==> src/rtl/tcp_client_controller.sv <==
// Active-open TCP client control FSM: opens one connection, ACKs in-order data and closes it,
// handing control-segment headers (SYN, ACK, FIN+ACK, RST) to the TCP header TX builder.
module tcp_client_controller #(
  parameter logic [15:0] LOCAL_PORT       = 16'hF719,
  parameter logic [15:0] REMOTE_PORT      = 16'h1F90,
  parameter logic [31:0] ISS              = 32'h0,
  parameter logic [31:0] RTO_CYCLES       = 32'd125000000,
  parameter logic [31:0] MAX_RETRIES      = 32'd3,
  parameter logic [31:0] TIME_WAIT_CYCLES = 32'd250000000
) (
  input  logic        clk,
  input  logic        rst_n,
  input  logic        open_i,
  input  logic        close_i,
  input  logic        tcp_op_rcv_i,
  input  logic [15:0] tcp_source_port_i,
  input  logic [15:0] tcp_dest_port_i,
  input  logic [5:0]  tcp_flags_i,
  input  logic [31:0] tcp_seq_num_i,
  input  logic [31:0] tcp_ack_num_i,
  input  logic [15:0] tcp_data_len_i,
  input  logic [15:0] tcp_window_i,
  output logic        tcp_op_rcv_rd_o,
  input  logic        trnsmt_busy_i,
  output logic        tcp_start_o,
  output logic [15:0] tcp_source_port_o,
  output logic [15:0] tcp_dest_port_o,
  output logic [5:0]  tcp_flags_o,
  output logic [31:0] tcp_seq_num_o,
  output logic [31:0] tcp_ack_num_o,
  output logic [3:0]  tcp_head_len_o,
  output logic [15:0] tcp_data_len_o,
  output logic        rx_data_ok_o,
  output logic [15:0] rx_data_len_o,
  output logic [15:0] peer_window_o,
  output logic [7:0]  state_o,
  output logic        error_o
);

  typedef enum logic [7:0] {
    CLOSED      = 8'h01, SYN_SENT  = 8'h02, ESTABLISHED = 8'h04, FIN_WAIT1 = 8'h08,
    FIN_WAIT2   = 8'h10, CLOSING   = 8'h20, TIME_WAIT   = 8'h40, LAST_ACK  = 8'h80
  } state_t;

  localparam logic [5:0] F_FIN = 6'h01, F_SYN = 6'h02, F_RST = 6'h04, F_ACK = 6'h10;

  typedef struct packed {
    logic [5:0]  flags;
    logic [31:0] seq;
    logic [31:0] ack;
    logic [3:0]  head_len;
  } hdr_t;

  localparam hdr_t HDR_RESET = '{flags: 6'h0, seq: 32'h0, ack: 32'h0, head_len: 4'd5};

  function automatic hdr_t mk(input logic [5:0] fl, input logic [31:0] sq,
                              input logic [31:0] ak, input logic [3:0] hl);
    mk = '{flags: fl, seq: sq, ack: ak, head_len: hl};
  endfunction

  state_t      state_q, state_d;
  logic [31:0] snd_nxt_q, snd_nxt_d, rcv_nxt_q, rcv_nxt_d, tmr_q, retries_q;
  logic        rd_q, pend_q, close_q, rx_ok_q, err_q;
  logic [15:0] rx_len_q, win_q;
  hdr_t        pend_hdr_q, out_hdr_q, snd_hdr, hdr_view;
  logic        send, data_ok, win_upd, err, tmr_clr, retry_inc, close_take;

  logic        seg_ev, seg_ok, f_ack, f_rst, f_syn, f_fin, seq_ok, ack_hit;
  logic        rx_state, timed, rto_exp, tw_exp, close_req;
  logic [31:0] seg_end;

  assign seg_ev    = tcp_op_rcv_i & rd_q;
  assign seg_ok    = seg_ev & (tcp_source_port_i == REMOTE_PORT) & (tcp_dest_port_i == LOCAL_PORT);
  assign f_ack     = tcp_flags_i[4];
  assign f_rst     = tcp_flags_i[2];
  assign f_syn     = tcp_flags_i[1];
  assign f_fin     = tcp_flags_i[0];
  assign seq_ok    = (tcp_seq_num_i == rcv_nxt_q);
  assign ack_hit   = f_ack & (tcp_ack_num_i == snd_nxt_q);
  assign seg_end   = tcp_seq_num_i + {16'd0, tcp_data_len_i};
  assign rx_state  = state_q inside {ESTABLISHED, FIN_WAIT1, FIN_WAIT2};
  assign timed     = state_q inside {SYN_SENT, FIN_WAIT1, CLOSING, LAST_ACK, TIME_WAIT};
  assign rto_exp   = (tmr_q >= RTO_CYCLES - 32'd1);
  assign tw_exp    = (tmr_q >= TIME_WAIT_CYCLES - 32'd1);
  assign close_req = close_i | close_q;

  // NOTE: every signal gets a default before the branches so no path leaves one unassigned (no latches).
  always_comb begin
    state_d    = state_q;
    snd_nxt_d  = snd_nxt_q;
    rcv_nxt_d  = rcv_nxt_q;
    send       = 1'b0;
    snd_hdr    = mk(F_ACK, snd_nxt_q, rcv_nxt_q, 4'd5);
    data_ok    = 1'b0;
    win_upd    = 1'b0;
    err        = 1'b0;
    tmr_clr    = 1'b0;
    retry_inc  = 1'b0;
    close_take = 1'b0;
    if (state_q == CLOSED) begin
      if (open_i) begin
        send      = 1'b1;
        snd_hdr   = mk(F_SYN, ISS, 32'd0, 4'd8);
        snd_nxt_d = ISS + 32'd1;
        state_d   = SYN_SENT;
      end else if (seg_ok && !f_rst) begin
        send    = 1'b1;
        snd_hdr = f_ack ? mk(F_RST, tcp_ack_num_i, 32'd0, 4'd5) : mk(F_RST | F_ACK, 32'd0, seg_end, 4'd5);
      end
    end else if (seg_ok) begin
      if (state_q == SYN_SENT) begin
        if (f_ack && !ack_hit) begin
          if (!f_rst) begin
            send    = 1'b1;
            snd_hdr = mk(F_RST, tcp_ack_num_i, 32'd0, 4'd5);
          end
        end else if (f_rst) begin
          if (f_ack) state_d = CLOSED;
        end else if (f_syn && f_ack) begin
          rcv_nxt_d = tcp_seq_num_i + 32'd1;
          win_upd   = 1'b1;
          send      = 1'b1;
          snd_hdr   = mk(F_ACK, snd_nxt_q, rcv_nxt_d, 4'd5);
          state_d   = ESTABLISHED;
        end
      end else if (f_rst) begin
        if (seq_ok) state_d = CLOSED;
      end else begin
        win_upd = f_ack;
        if (f_syn) begin
          send = 1'b1;
        end else if (f_fin && seq_ok && rx_state) begin
          rcv_nxt_d = seg_end + 32'd1;
          data_ok   = (tcp_data_len_i != 16'd0);
          send      = 1'b1;
          snd_hdr   = mk(F_ACK, snd_nxt_q, rcv_nxt_d, 4'd5);
          if (state_q == ESTABLISHED) begin
            snd_hdr.flags = F_FIN | F_ACK;
            snd_nxt_d     = snd_nxt_q + 32'd1;
            state_d       = LAST_ACK;
          end else if (state_q == FIN_WAIT1 && !ack_hit) begin
            state_d = CLOSING;
          end else begin
            state_d = TIME_WAIT;
          end
        end else if (f_fin) begin
          // Out-of-order or retransmitted FIN: re-ACK; in TIME_WAIT it also restarts the dwell.
          send    = 1'b1;
          tmr_clr = (state_q == TIME_WAIT);
        end else begin
          if (rx_state && tcp_data_len_i != 16'd0) begin
            send = 1'b1;
            if (seq_ok) begin
              rcv_nxt_d   = seg_end;
              data_ok     = 1'b1;
              snd_hdr.ack = seg_end;
            end
          end
          if (ack_hit) begin
            case (state_q)
              FIN_WAIT1: state_d = FIN_WAIT2;
              CLOSING:   state_d = TIME_WAIT;
              LAST_ACK:  state_d = CLOSED;
              default:   state_d = state_q;
            endcase
          end
        end
      end
    end else if (!seg_ev) begin
      if (state_q == TIME_WAIT) begin
        if (tw_exp) state_d = CLOSED;
      end else if (timed && rto_exp) begin
        if (retries_q == MAX_RETRIES) begin
          state_d = CLOSED;
          err     = 1'b1;
        end else begin
          send      = 1'b1;
          retry_inc = 1'b1;
          tmr_clr   = 1'b1;
          snd_hdr   = (state_q == SYN_SENT) ? mk(F_SYN, ISS, 32'd0, 4'd8)
                                            : mk(F_FIN | F_ACK, snd_nxt_q - 32'd1, rcv_nxt_q, 4'd5);
        end
      end else if (state_q == ESTABLISHED && close_req && !pend_q) begin
        send       = 1'b1;
        close_take = 1'b1;
        snd_hdr    = mk(F_FIN | F_ACK, snd_nxt_q, rcv_nxt_q, 4'd5);
        snd_nxt_d  = snd_nxt_q + 32'd1;
        state_d    = FIN_WAIT1;
      end
    end
  end

  // NOTE: state registers use non-blocking assignments so every flop samples pre-edge values.
  always_ff @(posedge clk or negedge rst_n) begin
    if (!rst_n) begin
      state_q    <= CLOSED;
      snd_nxt_q  <= 32'd0;
      rcv_nxt_q  <= 32'd0;
      tmr_q      <= 32'd0;
      retries_q  <= 32'd0;
      rd_q       <= 1'b0;
      pend_q     <= 1'b0;
      close_q    <= 1'b0;
      rx_ok_q    <= 1'b0;
      err_q      <= 1'b0;
      rx_len_q   <= 16'd0;
      win_q      <= 16'd0;
      pend_hdr_q <= HDR_RESET;
      out_hdr_q  <= HDR_RESET;
    end else begin
      state_q   <= state_d;
      snd_nxt_q <= snd_nxt_d;
      rcv_nxt_q <= rcv_nxt_d;
      rd_q      <= tcp_op_rcv_i & ~rd_q & ~pend_q & ~trnsmt_busy_i & ~send;
      if (send) begin
        pend_q     <= 1'b1;
        pend_hdr_q <= snd_hdr;
      end else if (tcp_start_o) begin
        pend_q <= 1'b0;
      end
      if (tcp_start_o) out_hdr_q <= pend_hdr_q;
      if (state_d != state_q || tmr_clr || !timed) tmr_q <= 32'd0;
      else                                         tmr_q <= tmr_q + 32'd1;
      if (state_d != state_q) retries_q <= 32'd0;
      else if (retry_inc)     retries_q <= retries_q + 32'd1;
      close_q <= (state_q == ESTABLISHED) & (state_d == ESTABLISHED) & close_req & ~close_take;
      rx_ok_q <= data_ok;
      if (data_ok) rx_len_q <= tcp_data_len_i;
      if (win_upd) win_q <= tcp_window_i;
      err_q <= err;
    end
  end

  // Header fields switch with the start pulse itself and then hold until the next one.
  assign tcp_start_o       = pend_q & ~trnsmt_busy_i;
  assign hdr_view          = tcp_start_o ? pend_hdr_q : out_hdr_q;
  assign tcp_flags_o       = hdr_view.flags;
  assign tcp_seq_num_o     = hdr_view.seq;
  assign tcp_ack_num_o     = hdr_view.ack;
  assign tcp_head_len_o    = hdr_view.head_len;
  assign tcp_source_port_o = LOCAL_PORT;
  assign tcp_dest_port_o   = REMOTE_PORT;
  assign tcp_data_len_o    = 16'd0;
  assign tcp_op_rcv_rd_o   = rd_q;
  assign rx_data_ok_o      = rx_ok_q;
  assign rx_data_len_o     = rx_len_q;
  assign peer_window_o     = win_q;
  assign state_o           = state_q;
  assign error_o           = err_q;

endmodule

==> config.mk <==
export PLATFORM = sky130hd
export DESIGN_NAME = tcp_client_controller
export DESIGN_NICKNAME = d
export VERILOG_FILES = /design/src/rtl/tcp_client_controller.sv
export SDC_FILE = /design/constraint.sdc
export NUM_CORES = 1
export LEC_CHECK = 0
export BUFFER_PORTS_ARGS = -buffer_cell sky130_fd_sc_hd__buf_2
export CAP_MARGIN = 20
export CORE_MARGIN = 10
export CORE_UTILIZATION = 25
export CTS_CLUSTER_SIZE = 16
export DETAILED_ROUTE_END_ITERATION = 16
export PLACE_DENSITY = 0.38
export SYNTH_ARGS = -nofsm -noshare
export SYNTH_HDL_FRONTEND = slang
export SYNTH_SLANG_ARGS = --single-unit
==> constraint.sdc <==
create_clock -name clk -period 10.1 [get_ports clk]
set_input_delay 1.01 -clock clk [delete_from_list [all_inputs] [get_ports clk]]
set_output_delay 1.01 -clock clk [all_outputs]
set_load 0.1 [all_outputs]
==> impl_metrics.csv, run 1 <==
group,metric,value,unit
status,status,"finished, final reports clean",
cts,cts_setup_buffers,0,
timing,period_minus_slack,5.45,ns
synthesis,yosysMostFrequentCell,"nand2_1",
timing,rsz0062_at_grt,"no",
setup_path,cp_max_fo,49,
floorplan,initial_utilization,25.3,%
routing,vias_per_cell,5.23,
routing,ant_nets,0,
cts,cts-root-buf,"clkbuf_16",
timing,period_share,54.0,%
floorplan,core,83800,µm²
synthesis,synth_area,21200,µm²
synthesis,avgSynthCellArea,8.08,µm²
routing,routed_wl,90.3,mm
routing,routedWlPerCell,22.8,µm
cts,clk_latency,0.61,ns
cells_and_area,area_growth,17.6,%
routing,drc_errors,0,
cells_and_area,drive_gt1_share,15.3,%
place,port_buffers,255,
synthesis,yosysSeqAreaShare,37.3,%
setup_path,worstRegToRegCells,10,
floorplan,ios,306,
cts,cts_sinks,316,
setup_path,ff2ff_setup_slack,4.65,ns
global_route,grt_overflow,0,
cells_and_area,fin_area,24900,µm²
floorplan,die-area,96800,µm²
setup_path,cp-endpoint,"tmr_q[17]",
setup_path,cp.arrival,5.93,ns
timing,skew,0.0508,ns
synthesis,ys_seq_elements,316,
timing,relSlewSlack,27.6,%
timing,setup_viol,0,
cells_and_area,nets,2956,
cts,cts_buffer_depth,3,
place,dp.cells,3880,
setup_path,startpoint,"state_o[2]",
pwr,p_leak,11.2,nW
global_route,grt_pass1_vias,20700,
cts,cts_max_level,2,
synthesis,synth_warnings,0,
synthesis,synth_top_area_cell,"dfrtp_1",
place,dp_slack,4.46,ns
timing,hold_viol,0,
pwr,vdd_drop_max,0.114,mV
global_route,grt.total_usage,17.9,%
min_path,hp-class,"in -> async",
synthesis,synth_area_leaders,"dfrtp_1, nand2_1, xor2_1",
setup_path,required,10.58,ns
place,hpwl,65.5,mm
floorplan,die_w,311,µm
place,placed_area,23400,µm²
setup_path,criticalPathCategory,"reg -> reg",
setup_path,rr_startpoint,"state_o[2]",
routing,vias,20700,
routing,firstDrtPassIters,6,
timing,finalWorstSetupSlack,4.65,ns
synthesis,synth_edf_count,0,
synthesis,yosysUniqueCellTypes,93,
pwr,p_per_area,133,nW/µm²
cells_and_area,final_cells,3964,
timing,fmax,0.183,GHz
run,cap_violations,0,
cts,cts_tree,"built",
synthesis,yosys.area.top_type_share,36.8,%
timing,setup_tns,0,ns
cts,cts_hold_buffers,0,
timing,worst_slew_pin_slew,1.08,ns
synthesis,ys.flop_type,"dfrtp_1",
cts,cts_buffers,44,
setup_path,endpoint_kind,"register",
cts,path_clk_slew,0.06,ns
floorplan,die_h,311,µm
global_route,grt_max_degree,152,
timing,holdWs,0.466,ns
synthesis,ys_top_cells_by_count,"nand2_1, nor2_1, dfrtp_1",
synthesis,synth-async-reset-ratio,100,%
place,gp_congestion,0.901,
global_route,grt_first_pass_wirelength,136,mm
setup_path,cp-start-kind,"register",
setup_path,r2r-end,"tmr_q[17]",
routing,drt-initial-drc-count,1739,
global_route,antenna_found_initial,4,
floorplan,rows,106,
synthesis,netlist_instances,2623,
timing,slew_violations,0,
cts,post_cts_resized,0,
## per-layer routing
layer  vias up  routed length [µm]  global-route usage, %
met2       743               41900                   29.4
li1       9614                   -                      -
met5         -                  40                      0
met4         6                1930                   4.47
met1     10300               41100                   24.2
met3       107                5270                   2.97
## area by class of cell
class,instances,area (µm²)
repair buffers,290,1560
clock buffers,60,1230
diodes,2,5.00
clock inverters,21,293
fillers,9077,58900
flip-flops and latches,316,7910
inverters,28,105
well taps,1134,1420
multi-input cells,2113,12400
## report_power, final
part / internal (W) / leakage (nW) / switching (W) / total (W)
registers: 0.00127 / 4.38 / 0.00000598 / 0.00127
logic: 0.0000950 / 6.13 / 0.000309 / 0.000404
clock network: 0.000990 / 0.742 / 0.000654 / 0.00164
## kinds of logic after synthesis
logic type | Yosys count | synth area share (%)
DFF | 316 | 37.3
xor gates and xnor gates | 223 | 9.21
other | 2 | 0.0354
and+or+nand+nor | 1222 | 27.1
muxes | 32 | 1.63
buffers and inverters | 240 | 5.38
AOI/OAI and AO/OA | 565 | 17.9
adders and majority gates | 23 | 1.39
## critical path: stages, from the launching register on
cell and delay, ns:
dfrtp_1 0.51, or4_1 0.74, nor4b_4 0.30, buf_4 0.59, nor2_1 0.42, nand2_1 0.74, o211ai_1 0.22, a211oi_2 0.29
o2111ai_4 0.53, a211o_2 0.76, nor2_1 0.18
## cell usage in the layout, fill, tap and decap left out, types with 10 or more instances in the layout
cell / instances
nand2_1: 450
nor2_1: 318
dfrtp_1: 312
buf_2: 256
a21oi_1: 163
xor2_1: 158
o21ai_0: 103
nand3_1: 86
xnor2_1: 65
nor3_1: 62
nand4_1: 61
nor4_1: 53
conb_1: 48
clkbuf_16: 44
and3_1: 38
a31oi_1: 37
a221oi_1: 37
o211ai_1: 33
buf_4: 32
and2_1: 27
inv_1: 26
or3_1: 25
ha_1: 22
a221o_1: 21
a211oi_1: 20
mux2_2: 20
a21o_1: 18
and4_1: 16
a22oi_1: 16
nand2b_1: 12
mux2i_1: 12
or2_2: 11
o31ai_1: 10
## flip-flops by register name (all words and copies together), names as in the netlist, 8 cells and up
register / cells
peer_window_o: 16
retries_q: 32
snd_nxt_q: 32
rcv_nxt_q: 32
out_hdr_q: 74
state_o: 8
pend_hdr_q: 69
rx_data_len_o: 16
tmr_q: 32
## how the worst min path moves through the flow
stage               cells past startpoint        endpoint  slack, ns
floorplan                               1  pend_hdr_q[69]       0.45
global placement                        2   out_hdr_q[16]       0.45
detailed placement                      2    out_hdr_q[2]       0.46
CTS                                     2    out_hdr_q[2]       0.47
global route                            2   out_hdr_q[17]       0.50
finish                                  1   retries_q[17]       0.47
## per-stage QoR
step	total power [W]	utilization [%]
final	0.00332	29.7
after global routing	0.00347	29.7
after CTS	0.00338	29.7
after detailed placement	0.00170	27.9
after global placement	0.00169	27.9
after floorplan	0.00156	-
No activity file was read; power rests on OpenSTA's default activity.
==> run 2: changes to the inputs <==
==> constraint.sdc (replaced) <==
create_clock -name clk -period 5.5 [get_ports clk]
set_input_delay 0.55 -clock clk [delete_from_list [all_inputs] [get_ports clk]]
set_output_delay 0.55 -clock clk [all_outputs]
set_load 0.1 [all_outputs]
==> impl_metrics.csv, run 2 (synthesized netlist as in run 1, its figures left out) <==
group,metric,value,unit
setup_path,required,5.91,ns
cells_and_area,multiInputGateArea,12400,µm²
timing,skew,0.0321,ns
setup_path,cp-start-kind,"register",
place,dp.cells,3906,
cts,cts_max_level,2,
cells_and_area,num-fill-cells,9089,
cells_and_area,final_cells,3985,
global_route,grt_max_degree,110,
floorplan,die_h,311,µm
cts,cts_tree,"built",
setup_path,criticalPathCategory,"reg -> reg",
cells_and_area,final_cell_mix,"nand2_1, nor2_1, dfrtp_1",
timing,slew_violations,0,
cells_and_area,fin_area,25000,µm²
cts,clk_latency,0.59,ns
place,gp_congestion,0.911,
cells_and_area,nets,2980,
routing,ant_nets,0,
floorplan,die-area,96800,µm²
routing,vias_per_cell,5.20,
routing,routedWlPerCell,22.6,µm
cells_and_area,drive_gt1_share,15.9,%
place,hpwl,67.0,mm
cts,cts_buffers,43,
status,status,"finished, final reports clean",
timing,holdWs,0.0122,ns
timing,hold_viol,0,
cells_and_area,largest_register_ffs,74,
cells_and_area,postLayoutCoreUtil,29.9,%
cells_and_area,area_growth,18.1,%
setup_path,worstRegToRegCells,10,
floorplan,core,83800,µm²
place,port_buffers,255,
setup_path,endpoint_kind,"register",
cts,cts_setup_buffers,0,
cts,cts-root-buf,"clkbuf_16",
global_route,grt_overflow,0,
min_path,hp-class,"in -> async",
cells_and_area,reg_top3,"out_hdr_q: 74 flops, pend_hdr_q: 69 flops",
floorplan,initial_utilization,25.3,%
cells_and_area,final_common_cell,"nand2_1",
timing,period_share,82.1,%
pwr,p_leak,11.3,nW
timing,relSlewSlack,15.2,%
routing,vias,20700,
routing,firstDrtPassIters,6,
timing,period_minus_slack,4.52,ns
timing,fmax,0.221,GHz
cts,cts_buffer_depth,3,
global_route,antenna_found_initial,1,
routing,drc_errors,0,
pwr,vdd_drop_max,0.181,mV
setup_path,cp_cell_sequence,"xor2_1 > nor4_1 > and4_1 > nand3_1 > o211ai_1 > o211ai_1 > a221oi_1 > nor2_1 > a221oi_1 > a21oi_1",
setup_path,cp_max_fo,13,
run,cap_violations,0,
timing,worst_slew_pin_slew,1.27,ns
pwr,p_per_area,237,nW/µm²
cts,post_cts_resized,0,
floorplan,rows,106,
floorplan,ios,306,
floorplan,die_w,311,µm
timing,setup_viol,0,
setup_path,slowest_delay,0.90,ns
global_route,grt_first_pass_wirelength,135,mm
cells_and_area,top_register,"out_hdr_q",
timing,setup_tns,0,ns
routing,drt-initial-drc-count,1955,
global_route,grt_pass1_vias,20600,
setup_path,ff2ff_setup_slack,0.98,ns
cts,cts_hold_buffers,0,
cells_and_area,num_antenna_cells,0,
routing,routed_wl,90.2,mm
cells_and_area,seq_area,7910,µm²
timing,rsz0062_at_grt,"no",
setup_path,cp.arrival,4.92,ns
place,placed_area,23600,µm²
cts,cts_sinks,316,
setup_path,cp_slowest_cell,"a221oi_1",
cts,path_clk_slew,0.06,ns
global_route,grt.total_usage,17.9,%
-- run 2: critical path, delay by kind of cell, from the launching register on --
| kind | cells | cell delay [ns] |
|---|---|---|
| AO/OA/AOI/OAI | 5 | 1.82 |
| AND/OR/NAND/NOR | 4 | 1.86 |
| flip-flops | 1 | 0.45 |
| XOR/XNOR | 1 | 0.19 |
-- run 2: layer usage --
layer,vias to the layer above,wire length (µm),GRT usage (%)
met1,10200,40600,23.8
met5,-,0,0
met3,127,5670,3.46
met4,0,2720,5.55
li1,9637,-,-
met2,763,41300,28.8
-- run 2: path summary, 6_finish.rpt --
kind | start | endpoint
worst min-delay path | rst_n | out_hdr_q[58]
worst max register to register | rcv_nxt_q[19] | pend_hdr_q[4]
worst min register to register | out_hdr_q[44] | out_hdr_q[44]
worst max-delay path | rcv_nxt_q[19] | pend_hdr_q[4]
max in group asynchronous | rst_n | pend_hdr_q[27]
min in group clk | tcp_window_i[11] | peer_window_o[11]
-- run 2: power by group --
part | internal (W) | switching, W | total (W)
clock network | 0.00167 | 0.00117 | 0.00284
logic | 0.000183 | 0.000575 | 0.000758
registers | 0.00233 | 0.0000106 | 0.00234
total | 0.00419 | 0.00176 | 0.00594
-- run 2: stage by stage --
step	setup slack [ns]	power, W
3_5_place_dp	0.871	0.00313
4_1_cts	1.23	0.00603
2_1_floorplan	1.77	0.00287
3_3_place_gp	0.931	0.00313
6_report	0.984	0.00594
5_1_grt	0.927	0.00618
-- run 2: area by class of cell --
cell class | count | share of cell area [%]
sequential | 316 | 31.6
clock buffer | 67 | 5.18
timing repair buffer | 315 | 7.12
clock inverter | 12 | 0.520
multi-input combinational | 2113 | 49.5
inverter | 28 | 0.420
tap | 1134 | 5.67
==> run 3: changes to the inputs <==
--- a/config.mk
+++ b/config.mk
@@ -11,7 +11,7 @@
 export CORE_UTILIZATION = 25
 export CTS_CLUSTER_SIZE = 16
 export DETAILED_ROUTE_END_ITERATION = 16
-export PLACE_DENSITY = 0.38
+export PLACE_DENSITY = 0.4
 export SYNTH_ARGS = -nofsm -noshare
 export SYNTH_HDL_FRONTEND = slang
 export SYNTH_SLANG_ARGS = --single-unit
==> constraint.sdc (replaced) <==
create_clock -name clk -period 3.85 [get_ports clk]
set_input_delay 0.385 -clock clk [delete_from_list [all_inputs] [get_ports clk]]
set_output_delay 0.385 -clock clk [all_outputs]
set_load 0.1 [all_outputs]
==> impl_metrics.csv, run 3 (synthesized netlist as in run 1, its figures left out) <==
group,metric,value,unit
floorplan,core,83800,µm²
setup_path,cp.arrival,4.11,ns
cts,cts_max_level,2,
cells_and_area,fin_area,27600,µm²
global_route,grt_first_pass_wirelength,140,mm
floorplan,initial_utilization,25.3,%
timing,skew,0.0470,ns
timing,period_minus_slack,3.58,ns
cells_and_area,num_antenna_cells,0,
setup_path,cp_max_fo,5,
floorplan,ios,306,
setup_path,ff2ff_setup_slack,0.28,ns
pwr,pwr-share-seq,38.5,%
cells_and_area,final_common_cell,"nand2_1",
cts,cts_sinks,316,
pwr,intPower,0.00609,W
cells_and_area,largest_register_ffs,74,
cells_and_area,area_growth,30.2,%
timing,worst_slew_pin_slew,1.13,ns
routing,firstDrtPassIters,5,
floorplan,die_h,311,µm
cells_and_area,multiInputGateArea,12400,µm²
place,hpwl,69.6,mm
run,cap_violations,0,
cts,cts-root-buf,"clkbuf_16",
setup_path,cp_cell_sequence,"buf_2 > ha_1 > fa_1 > nand3_1 > a21oi_1 > buf_4 > o21ai_0 > buf_4 > buf_4 > nand4_1 > o311ai_1 > nand4_1 > buf_4 > nor4_1 > buf_4 > xor2_1 > o21ai_0 > a21oi_1",
setup_path,required,4.38,ns
floorplan,rows,106,
setup_path,cp_slowest_cell,"o21ai_0",
setup_path,crit_top_cell,"buf_4",
place,port_buffers,255,
routing,ant_nets,0,
routing,drc_errors,0,
cells_and_area,reg_top3,"out_hdr_q: 74 flops, pend_hdr_q: 69 flops",
floorplan,die-area,96800,µm²
pwr,p_clk_share,47.4,%
min_path,hp-class,"in -> reg",
cts,cts_tree,"built",
cells_and_area,nets,3186,
pwr,p_sw,0.00260,W
cells_and_area,final_cell_mix,"nand2_1, nor2_1, dfrtp_1",
min_path,min_from,"tcp_window_i[11]",
routing,drt-initial-drc-count,1712,
timing,relSlewSlack,24.8,%
pwr,p_per_area,315,nW/µm²
cells_and_area,final_cells,4193,
global_route,antenna_found_initial,2,
routing,routed_wl,91.4,mm
global_route,grt_max_degree,159,
setup_path,r2r-end,"pend_hdr_q[32]",
routing,vias,21400,
place,gp_congestion,0.881,
pwr,switching_share,29.9,%
cts,clk_latency,0.62,ns
setup_path,endpoint_kind,"register",
floorplan,die_w,311,µm
cells_and_area,num-fill-cells,8922,
setup_path,criticalPathCategory,"in -> reg",
cells_and_area,drive_gt1_share,21.1,%
timing,period_share,93.0,%
setup_path,slowest_delay,0.43,ns
min_path,min_to,"peer_window_o[11]",
cts,cts_setup_buffers,0,
timing,hold_viol,0,
min_path,whs_path_depth,2,
routing,vias_per_cell,5.11,
setup_path,cp-start-kind,"input pin",
routing,routedWlPerCell,21.8,µm
timing,setup_viol,0,
setup_path,worst-path-stages,18,
setup_path,rr_startpoint,"tmr_q[23]",
cts,path_clk_slew,0.06,ns
pwr,p_leak,12.5,nW
cts,cts_buffers,45,
timing,setup_tns,0,ns
timing,rsz0062_at_grt,"no",
cts,cts_buffer_depth,3,
place,placed_area,26000,µm²
timing,fmax,0.279,GHz
status,status,"finished, final reports clean",
setup_path,path_buf_inv,6,
pwr,vdd_drop_max,0.332,mV
setup_path,worstRegToRegCells,12,
global_route,grt_pass1_vias,21700,
global_route,grt.total_usage,18.3,%
timing,slew_violations,0,
pwr,combPwrFrac,14.1,%
setup_path,path_delay_family,"buffers and inverters",
global_route,grt_overflow,0,
place,dp.cells,4091,
cells_and_area,seq_area,7910,µm²
cells_and_area,top_register,"out_hdr_q",
==> run 3: cell types whose count changed in the layout (fill, tap and decap cells not counted), moves of 2 or more <==
cell and change:
clkbuf_16 +2, buf_4 +174, buf_12 +68, clkinv_2 +8
buf_2 -56, dlygate4sd3_1 +19, clkbuf_8 -10
==> run 3: how the worst max path moves through the flow <==
stage,startpoint,slack [ns],endpoint
global route,snd_nxt_q[23],0.008,retries_q[28]
detailed placement,tcp_seq_num_i[0],-0.35,rcv_nxt_q[27]
global placement,tcp_seq_num_i[0],-0.58,pend_hdr_q[26]
floorplan,state_o[2],0.12,snd_nxt_q[27]
CTS,tmr_q[23],0.15,pend_hdr_q[41]
finish,tcp_seq_num_i[0],0.27,rcv_nxt_q[27]
==> run 3: power groups by stage <==
| stage | Combinational [W] | Sequential (W) | Clock [W] |
|---|---|---|---|
| floorplan | 0.000684 | 0.00342 | 0 |
| global placement | 0.00120 | 0.00340 | 0 |
| detailed placement | 0.00120 | 0.00340 | 0 |
| CTS | 0.00122 | 0.00334 | 0.00427 |
| global route | 0.00132 | 0.00334 | 0.00438 |
| finish | 0.00123 | 0.00334 | 0.00412 |
==> run 3: final cells by class <==
type / instances / share of cell area, %
Tap cell: 1134 / 5.14
Sequential cell: 316 / 28.7
Clock inverter: 24 / 0.830
Timing Repair Buffer: 519 / 15.7
Inverter: 28 / 0.381
Multi-Input combinational cell: 2113 / 44.9
Clock buffer: 59 / 4.38
==> run 3: metal layers <==
layer | part of all wire, % | vias to the layer above | track usage, %
met5 | 0.014 | - | 0
met4 | 2.9 | 2 | 5.57
met3 | 5.5 | 127 | 2.77
met2 | 46 | 744 | 30.0
met1 | 45 | 10500 | 24.4
li1 | - | 10100 | -
==> run 3: repair_timing <==
item | 4_1_cts | 5_1_grt
resized for setup | 0 | 3
endpoints found under the hold margin | 52 | 0
setup endpoints to repair | 0 | 37
hold buffers | 19 | 0
==> run 3: worst register-to-register path: cells and delay by family (launching register included) <==
family                 cells  cell delay (ns)
AOI/OAI and AO/OA          3             0.72
buffers and inverters      2             0.38
DFF                        1             0.37
and+or+nand+nor            7             2.00
==> run 3: metrics by stage <==
stage | total power, W | hold slack [ns] | utilization [%] | worst slack, ns
after floorplan | 0.00410 | 0.0894 | - | 0.120
after global placement | 0.00461 | 0.455 | 31.0 | -0.582
after detailed placement | 0.00460 | 0.456 | 31.0 | -0.349
after CTS | 0.00883 | 0.00283 | 32.9 | 0.145
after global routing | 0.00904 | 0.0201 | 32.9 | 0.00776
final | 0.00869 | 0.0385 | 32.9 | 0.268
